`src/rtl/alarm_pkg.sv`:
```
`default_nettype none
// +----------------------------------------------------------------------+
// | alarm_pkg: shared constants and channel enumeration for the alarm    |
// | input-conditioning stage.                                             |
// | Rev 1.0                                                               |
// +----------------------------------------------------------------------+
package alarm_pkg;

  localparam int CLK_HZ           = 48_000_000;
  localparam int DEB_CYCLES_DEF   = 480_000;      // 10 ms
  localparam int LONG_CYCLES_DEF  = 96_000_000;   // 2 s

  typedef enum logic [1:0] {CH_CR, CH_SM, CH_SP, CH_SJ} ch_e;

  localparam int NUM_CH = 4;

endpackage
`default_nettype wire

```
`src/rtl/alarm_input_cond_if.sv`:
```
`default_nettype none
// +----------------------------------------------------------------------+
// | alarm_input_cond_if: raw button/sensor pins and conditioned outputs. |
// | Rev 1.0                                                               |
// +----------------------------------------------------------------------+
interface alarm_input_cond_if;

  logic cr_raw;
  logic sm_raw;
  logic sp_raw;
  logic sj_raw;
  logic cr;
  logic sm;
  logic sp;
  logic sj;
  logic any_sensor;
  logic cr_long;

  modport master (
    output cr_raw, sm_raw, sp_raw, sj_raw,
    input  cr, sm, sp, sj, any_sensor, cr_long
  );

  modport slave (
    input  cr_raw, sm_raw, sp_raw, sj_raw,
    output cr, sm, sp, sj, any_sensor, cr_long
  );

endinterface
`default_nettype wire

```
`src/rtl/alarm_debounce.sv`:
```
`default_nettype none
// +----------------------------------------------------------------------+
// | alarm_debounce: 2-FF synchroniser followed by a stable-count         |
// | debouncer; emits the clean level and a one-cycle rising pulse.       |
// | Rev 1.0                                                               |
// +----------------------------------------------------------------------+
module alarm_debounce #(
  parameter int DEB_CYCLES = 480_000
) (
  input  logic clk,
  input  logic reset_n,
  input  logic din_async,
  output logic level,
  output logic rise
);

  localparam int                c_cnt_w   = $clog2(DEB_CYCLES);
  localparam logic [c_cnt_w-1:0] c_cnt_max = c_cnt_w'(DEB_CYCLES - 1);

  logic               r_s1;
  logic               r_s2;
  logic               r_stable;
  logic               r_rise;
  logic [c_cnt_w-1:0] r_cnt;

  always_ff @(posedge clk or negedge reset_n) begin
    if (!reset_n) begin
      r_s1     <= 1'b0;
      r_s2     <= 1'b0;
      r_stable <= 1'b0;
      r_rise   <= 1'b0;
      r_cnt    <= '0;
    end else begin
      r_s1   <= din_async;
      r_s2   <= r_s1;
      r_rise <= 1'b0;
      if (r_s2 == r_stable) begin
        r_cnt <= '0;
      end else if (r_cnt != c_cnt_max) begin
        r_cnt <= r_cnt + c_cnt_w'(1);
      end else begin
        // rise registers alongside stable so both change on the same edge
        r_stable <= r_s2;
        r_rise   <= r_s2;
        r_cnt    <= '0;
      end
    end
  end

  assign level = r_stable;
  assign rise  = r_rise;

endmodule
`default_nettype wire

```
`src/rtl/alarm_input_cond.sv`:
```
`default_nettype none
// +----------------------------------------------------------------------+
// | alarm_input_cond: synchronise/debounce remote button and sensors,    |
// | optional long-press detect under ALARM_CR_LONGPRESS_EN.               |
// | Rev 1.0                                                               |
// +----------------------------------------------------------------------+
module alarm_input_cond
  import alarm_pkg::*;
#(
  parameter int DEB_CYCLES  = DEB_CYCLES_DEF,
  parameter int LONG_CYCLES = LONG_CYCLES_DEF
) (
  input  logic              clk,
  input  logic              reset_n,
  alarm_input_cond_if.slave bus
);

  logic [NUM_CH-1:0] w_raw;
  logic [NUM_CH-1:0] w_level;
  logic [NUM_CH-1:0] w_rise;
  logic              r_any;
  logic              w_unused_rise;

  assign w_raw[CH_CR] = bus.cr_raw;
  assign w_raw[CH_SM] = bus.sm_raw;
  assign w_raw[CH_SP] = bus.sp_raw;
  assign w_raw[CH_SJ] = bus.sj_raw;

  for (genvar g = 0; g < NUM_CH; g++) begin : g_ch
    alarm_debounce #(
      .DEB_CYCLES (DEB_CYCLES)
    ) u_deb (
      .clk       (clk),
      .reset_n   (reset_n),
      .din_async (w_raw[g]),
      .level     (w_level[g]),
      .rise      (w_rise[g])
    );
  end

  // Only the button needs an edge; sensors are consumed as levels
  assign w_unused_rise = w_rise[CH_SM] ^ w_rise[CH_SP] ^ w_rise[CH_SJ];

  always_ff @(posedge clk or negedge reset_n) begin
    if (!reset_n) begin
      r_any <= 1'b0;
    end else begin
      r_any <= w_level[CH_SM] | w_level[CH_SP] | w_level[CH_SJ];
    end
  end

  assign bus.cr         = w_rise[CH_CR];
  assign bus.sm         = w_level[CH_SM];
  assign bus.sp         = w_level[CH_SP];
  assign bus.sj         = w_level[CH_SJ];
  assign bus.any_sensor = r_any;

`ifdef ALARM_CR_LONGPRESS_EN
  localparam int               c_lc_w   = $clog2(LONG_CYCLES + 1);
  localparam logic [c_lc_w-1:0] c_lc_max = c_lc_w'(LONG_CYCLES);

  logic [c_lc_w-1:0] r_lc;
  logic              r_cr_long;

  // Saturates at LONG_CYCLES so a held button yields exactly one pulse
  always_ff @(posedge clk or negedge reset_n) begin
    if (!reset_n) begin
      r_lc      <= '0;
      r_cr_long <= 1'b0;
    end else if (!w_level[CH_CR]) begin
      r_lc      <= '0;
      r_cr_long <= 1'b0;
    end else if (r_lc != c_lc_max) begin
      r_lc      <= r_lc + c_lc_w'(1);
      r_cr_long <= (r_lc == c_lc_max - c_lc_w'(1));
    end else begin
      r_cr_long <= 1'b0;
    end
  end

  assign bus.cr_long = r_cr_long;
`else
  localparam int c_unused_long = LONG_CYCLES;

  assign bus.cr_long = 1'b0;
`endif

endmodule
`default_nettype wire

```
`src/flat_wrapper.sv`:
```
// flat-port wrapper written by rule: the top's interface ports become plain ports
module alarm_input_cond_flat import alarm_pkg::*;
#(
  parameter int DEB_CYCLES  = DEB_CYCLES_DEF,
  parameter int LONG_CYCLES = LONG_CYCLES_DEF
)
  (clk, reset_n, bus_cr_raw, bus_sm_raw, bus_sp_raw, bus_sj_raw, bus_cr, bus_sm, bus_sp, bus_sj, bus_any_sensor, bus_cr_long);
  alarm_input_cond_if bus_i ();
  input  logic clk;
  input  logic reset_n;
  input wire logic [$bits(bus_i.cr_raw)-1:0] bus_cr_raw;
  input wire logic [$bits(bus_i.sm_raw)-1:0] bus_sm_raw;
  input wire logic [$bits(bus_i.sp_raw)-1:0] bus_sp_raw;
  input wire logic [$bits(bus_i.sj_raw)-1:0] bus_sj_raw;
  output wire logic [$bits(bus_i.cr)-1:0] bus_cr;
  output wire logic [$bits(bus_i.sm)-1:0] bus_sm;
  output wire logic [$bits(bus_i.sp)-1:0] bus_sp;
  output wire logic [$bits(bus_i.sj)-1:0] bus_sj;
  output wire logic [$bits(bus_i.any_sensor)-1:0] bus_any_sensor;
  output wire logic [$bits(bus_i.cr_long)-1:0] bus_cr_long;
  assign bus_i.cr_raw = bus_cr_raw;
  assign bus_i.sm_raw = bus_sm_raw;
  assign bus_i.sp_raw = bus_sp_raw;
  assign bus_i.sj_raw = bus_sj_raw;
  assign bus_cr = bus_i.cr;
  assign bus_sm = bus_i.sm;
  assign bus_sp = bus_i.sp;
  assign bus_sj = bus_i.sj;
  assign bus_any_sensor = bus_i.any_sensor;
  assign bus_cr_long = bus_i.cr_long;
  alarm_input_cond #(.DEB_CYCLES(DEB_CYCLES), .LONG_CYCLES(LONG_CYCLES)) u_core (.clk(clk), .reset_n(reset_n), .bus(bus_i));
endmodule
```
`config.mk`:
```
export PLATFORM = sky130hd
export DESIGN_NAME = alarm_input_cond_flat
export DESIGN_NICKNAME = d
export VERILOG_FILES = /design/src/rtl/alarm_pkg.sv /design/src/rtl/alarm_input_cond_if.sv /design/src/rtl/alarm_debounce.sv /design/src/rtl/alarm_input_cond.sv /design/src/flat_wrapper.sv
export SDC_FILE = /design/constraint.sdc
export NUM_CORES = 1
export LEC_CHECK = 0
export ABC_AREA = 1
export ABC_CLOCK_PERIOD_IN_PS = 1800
export CORE_MARGIN = 3
export CORE_UTILIZATION = 50
export CTS_CLUSTER_DIAMETER = 80
export DETAILED_ROUTE_END_ITERATION = 8
export PLACE_DENSITY_LB_ADDON = 0.2
export SLEW_MARGIN = 20
export SYNTH_ARGS = -nofsm -noshare
export SYNTH_HDL_FRONTEND = slang
export SYNTH_SLANG_ARGS = --single-unit
```
`constraint.sdc`:
```
create_clock -name clk -period 1.8 [get_ports clk]
set_input_delay 0.45 -clock clk [delete_from_list [all_inputs] [get_ports clk]]
set_output_delay 0.45 -clock clk [all_outputs]
set_load 0.1 [all_outputs]
```
After elaboration in Yosys (flattened, before gate mapping)
Index checks and enable logic that the tools add are counted.
{"block": "op_classes", "add_sub_neg": 4, "reduce_logical": 4, "eq_ne": 8, "bitwise_logic": 10, "mux": 10}
{"cell": "$mux W19", "count": 8}
{"cell": "$add A19 B1 Y19 const B", "count": 4}
{"cell": "$ne A19 B19 Y1 const B", "count": 4}
{"cell": "$not A1 Y1", "count": 8}
{"cell": "$reduce_and A2 Y1", "count": 4}
{"cell": "$eq A1 B1 Y1", "count": 4}
{"cell": "$mux W1", "count": 2}
{"cell": "$or A1 B1 Y1", "count": 2}
{"block": "word_totals", "register_bits": 90, "in_bits": 6, "elab_cells": 54, "out_inout_bits": 6}

Logic depth before layout (Yosys ltp)
{"block": "logic_depth", "word_depth": 3, "depth_mapped": 9, "depth_no_buf": 8}

By module
A second synthesis with hierarchy kept.
{"block": "hier_totals", "hier_cells": 567, "hier_area_um2": 5079.9}
{"module": "alarm_debounce at u_core.g_ch[0].u_deb ...", "instances": 3, "seq_area_each_um2": 575.6, "cells_per_inst": 140, "area_each_um2": 1257.5}
{"module": "alarm_debounce at u_core.g_ch[1].u_deb", "instances": 1, "seq_area_each_um2": 575.6, "cells_per_inst": 141, "area_each_um2": 1260.0}
{"module": "alarm_input_cond", "instances": 1, "seq_area_each_um2": 25.0, "cells_per_inst": 6, "area_each_um2": 47.5}

Worst setup path before layout
OpenSTA, ideal clock, no wires.
{"block": "synth_timing", "path_type": "register to register", "start": "register u_core.g_ch[1].u_deb.r_stable", "end": "register u_core.g_ch[1].u_deb.r_cnt[10]", "slack_ps": 76, "setup_ps": 69, "path_buffers": 1, "period_less_slack_ps": 1724, "required_ps": 1731, "arrival_time_ps": 1655, "path_stages_with_launch": 5, "path_cell_list": "dfrtp_1 -> xor2_1 -> nand2_2 -> buf_6 -> nor2_2"}
{"block": "synth_via", "elab_chain_cells": 2}
{"item": "start: declaration", "line": "alarm_debounce.sv:22", "source": "logic r_stable;"}
{"item": "start signal: assignment", "line": "alarm_debounce.sv:43", "source": "r_stable <= r_s2;"}
{"item": "$eq A1 B1 Y1", "line": "alarm_debounce.sv:37", "source": "if (r_s2 == r_stable) begin"}
{"item": "$mux W19", "line": "alarm_debounce.sv:37"}
{"item": "end signal: assignment", "line": "alarm_debounce.sv:40", "source": "r_cnt <= r_cnt + c_cnt_w'(1);"}
{"item": "end: declaration", "line": "alarm_debounce.sv:24", "source": "logic [c_cnt_w-1:0] r_cnt;"}
Every way passes these cells.
A chain may end at the register's enable or synchronous reset.

Worst setup path after layout
{"block": "layout_timing", "start": "register u_core.g_ch[1].u_deb.r_cnt[0]", "end": "register u_core.g_ch[1].u_deb.r_cnt[5]"}
{"block": "layout_via", "elab_chain_cells": 3, "word_cells_on_any_way": 4, "classes_between": "1 x add/sub; 1 x eq/ne; 2 x mux"}
{"item": "$add A19 B1 Y19 / $ne A19 B19 Y1 (equally long branches)", "line": "alarm_debounce.sv:40, alarm_debounce.sv:39"}
{"item": "$mux W19 (*)", "line": "alarm_debounce.sv:39", "source": "end else if (r_cnt != c_cnt_max) begin"}
{"item": "$mux W19 (*)", "line": "alarm_debounce.sv:37"}
Every way passes the cells marked *; elsewhere a longest branch is shown, timed or not.

==> impl_metrics.ini <==
[sta]
fin_skew_ps = 13.4
fin_setup_tns_ps = 0
finalSetupViolCount = 0
fin_crit_ps = 1600
fmax_mhz = 624
rsz0062_at_grt = no
fin_crit_sh_pct = 89.0
finalMaxSlewViolations = 0
hold_violations = 0

[synth]
yosysTopAreaCell = dfrtp_1
ys_ff_latch = 90
synth_area_leaders = dfrtp_1 (47%), nor2_1 (9.9%), nand2_1 (9.5%)
yosysSeqAreaShare_pct = 47.3
netlist_instances = 594
avgSynthCellArea_um2 = 8.02
synth_nets = 604
synth.distinct_cells = 35
yosys_warnings = 0
synth_area_mm2 = 0.00476
yosysTopAreaCellShare_pct = 47.3

[critical_path]
cp-endpoint = u_core.g_ch[1].u_deb.r_cnt[5]$_DFF_PN0_
worstReg2RegEnd = u_core.g_ch[1].u_deb.r_cnt[5]$_DFF_PN0_
end_kind = flip-flop
critPathMaxFanout = 12
critPathRequiredTime_ps = 2020
reg2reg_depth = 8
timing.rr.start = u_core.g_ch[1].u_deb.r_cnt[0]$_DFF_PN0_
worstSetupStartpoint = u_core.g_ch[1].u_deb.r_cnt[0]$_DFF_PN0_
worst-r2r-setup-slack_ps = 200
critPathKind = reg -> reg
arrival_ps = 1830
startpoint_type = flip-flop

[layout]
fin_cells = 747
fin_nets = 626
drive_above_1_share_pct = 13.2
insertedDiodeCount = 0
area_growth_pct = 11.9
fill_cells = 819

[global_route]
grt_pass1_wl_um = 15700
grt-ovfl-total = 0
antenna_found_initial = 0
grt_pass1_vias = 3512
grt.total_usage_pct = 17.5
grt_max_degree = 38

[floorplanning]
dieHeight_um = 104
die_area_mm2 = 0.0107
io_pins = 12
die_w_um = 104
rows = 34
core_area_mm2 = 0.00898
start_util_pct = 53.1

[power_and_ir_drop]
p_int_uw = 2960
power_switching_uw = 838
power_frac_seq_pct = 54.6
power_frac_clock_pct = 41.3
ir_drop_uv = 771
p_leak_uw = 0.00234
combinationalPowerShare_pct = 4.1
powerDensity_mw_per_mm2 = 712
switching_share_pct = 22.1

[route]
drtIter0Drc = 86
wirelength_um = 8770
drtAntennaViolNets = 0
viasPerCell = 4.84
drt-wirelength-per-cell_um = 11.7
drc = 0
vias = 3615
first_pass_iters = 5

[clocking]
root_buffer = clkbuf_8
cts_max_level = 3
cts_tree = yes
clkSinkCount = 90
clock_path_buffers = 2
clk_pin_slew_worst_paths_ps = 90
cts_resized = 0
cts_buffers = 9
clk_latency_ps = 360

[placed_design]
placed_cells = 730
portBuffers = 10
gp_congestion = 0.911
dpl.hpwl_um = 6560

[outcome]
run_status = complete, no violations

[worst_hold_path]
worstHoldPathType = reg -> reg

[flow_run]
maxCapViolCount = 0
worst min path at each step:
stage / start / endpoint / slack (ps) / cells after the start
global route: u_core.g_ch[3].u_deb.r_s1$_DFF_PN0_ / u_core.g_ch[3].u_deb.r_s2$_DFF_PN0_ / 360 / 0
detailed placement: u_core.g_ch[3].u_deb.r_s1$_DFF_PN0_ / u_core.g_ch[3].u_deb.r_s2$_DFF_PN0_ / 340 / 0
CTS: u_core.g_ch[3].u_deb.r_s1$_DFF_PN0_ / u_core.g_ch[3].u_deb.r_s2$_DFF_PN0_ / 350 / 0
floorplan: reset_n / u_core.bus.any_sensor$_DFF_PN0_ / 150 / 0
global placement: u_core.g_ch[2].u_deb.r_s1$_DFF_PN0_ / u_core.g_ch[2].u_deb.r_s2$_DFF_PN0_ / 330 / 0
finish: u_core.g_ch[3].u_deb.r_s1$_DFF_PN0_ / u_core.g_ch[3].u_deb.r_s2$_DFF_PN0_ / 350 / 0
power groups by stage:
stage | logic, uW | registers, uW | clock network, uW
after floorplan | 83.0 | 2110 | 0
after global placement | 157 | 2110 | 0
after detailed placement | 160 | 2110 | 0
after CTS | 162 | 2070 | 1610
after global routing | 183 | 2080 | 1700
final | 156 | 2070 | 1570
placed cells by master, fill, tap and decap left out, drive strengths merged, types with 2 or more instances in the layout:
cell / n
xor2: 23
ha: 4
clkinv: 3
nand2: 134
inv: 76
clkbuf: 12
nor3: 6
dfrtp: 90
nand3: 48
a21oi: 13
nor2: 151
o21ai: 10
nand3b: 3
xnor2: 16
nor3b: 6
clkdlybuf4s50: 4
nand4: 4
bufinv: 2
o21bai: 2
buf: 8
logic make-up (layout without fill, tap and decap cells):
family | Yosys count | count (layout) | synth area share (%)
buf+inv | 79 | 106 | 6.57
fa+ha+maj | 4 | 4 | 1.05
compound gates | 27 | 27 | 3.02
other cells | 1 | 1 | 0.0787
xor+xnor | 39 | 39 | 7.49
flops | 90 | 90 | 47.3
simple gates | 354 | 354 | 34.5
area by class of cell:
type	instances	area (um^2)	area share (%)
Clock inverter	4	73.8	1.39
Clock buffer	12	155	2.91
Timing Repair Buffer	13	198	3.71
Multi-Input combinational cell	425	2200	41.3
Tap cell	126	158	2.96
Sequential cell	90	2250	42.3
Inverter	77	294	5.52
synthesized netlist by cell type (all sizes together):
library cell and n:
inv 76, xor2 23, and2 1, o21bai 2
clkinv 1, xnor2 16, nand3 48, buf 2
o21a 1, dfrtp 90, nor2 151, nand2 134
o21ai 10, ha 4, conb 1, nand4 4
nor4 1, a31oi 1, nand3b 3, a21oi 13
nor3b 6, nor3 6
timing repair:
action,CTS,global route
hold buffers,1,0
buffers inserted,0,0
hold endpoints to repair,2,0
layer usage:
metal / routed length, um / vias up / track usage [%]
li1: - / 1869 / -
met1: 4340 / 1690 / 23.7
met2: 4030 / 43 / 28.0
met3: 281 / 13 / 4.42
met4: 111 / 0 / 5.03
met5: 0 / - / 0
worst max-delay path, stage by stage (launching register included):
cell	delay (ps)
dfrtp_1	390
ha_1	200
nand2_1	80
nor2_2	150
nand2_4	110
clkinv_4	60
nand3_4	90
nand2_2	300
nor2_1	90
flip-flops by register name, indices dropped and copies added (netlist names):
| name | count |
|---|---|
| u_core.g_ch.u_deb.r_s1 | 4 |
| u_core.g_ch.u_deb.r_s2 | 4 |
| u_core.g_ch.u_deb.r_cnt | 76 |
| u_core.g_ch.u_deb.level | 4 |
| u_core.g_ch.u_deb.rise | 1 |
| u_core.bus.any_sensor | 1 |
through the flow:
stage          util, %  total power [uW]  setup slack (ps)  hold WS [ps]  instance area, um^2
2_1_floorplan        -              2190              75.7           154                 4760
3_3_place_gp      56.7              2270               256           334                 5090
3_5_place_dp      56.7              2270               216           343                 5090
4_1_cts           59.4              3840               192           347                 5330
5_1_grt           59.4              3960              57.1           360                 5330
6_report          59.4              3800               197           346                 5330
Power figures use the tool's default switching activity.
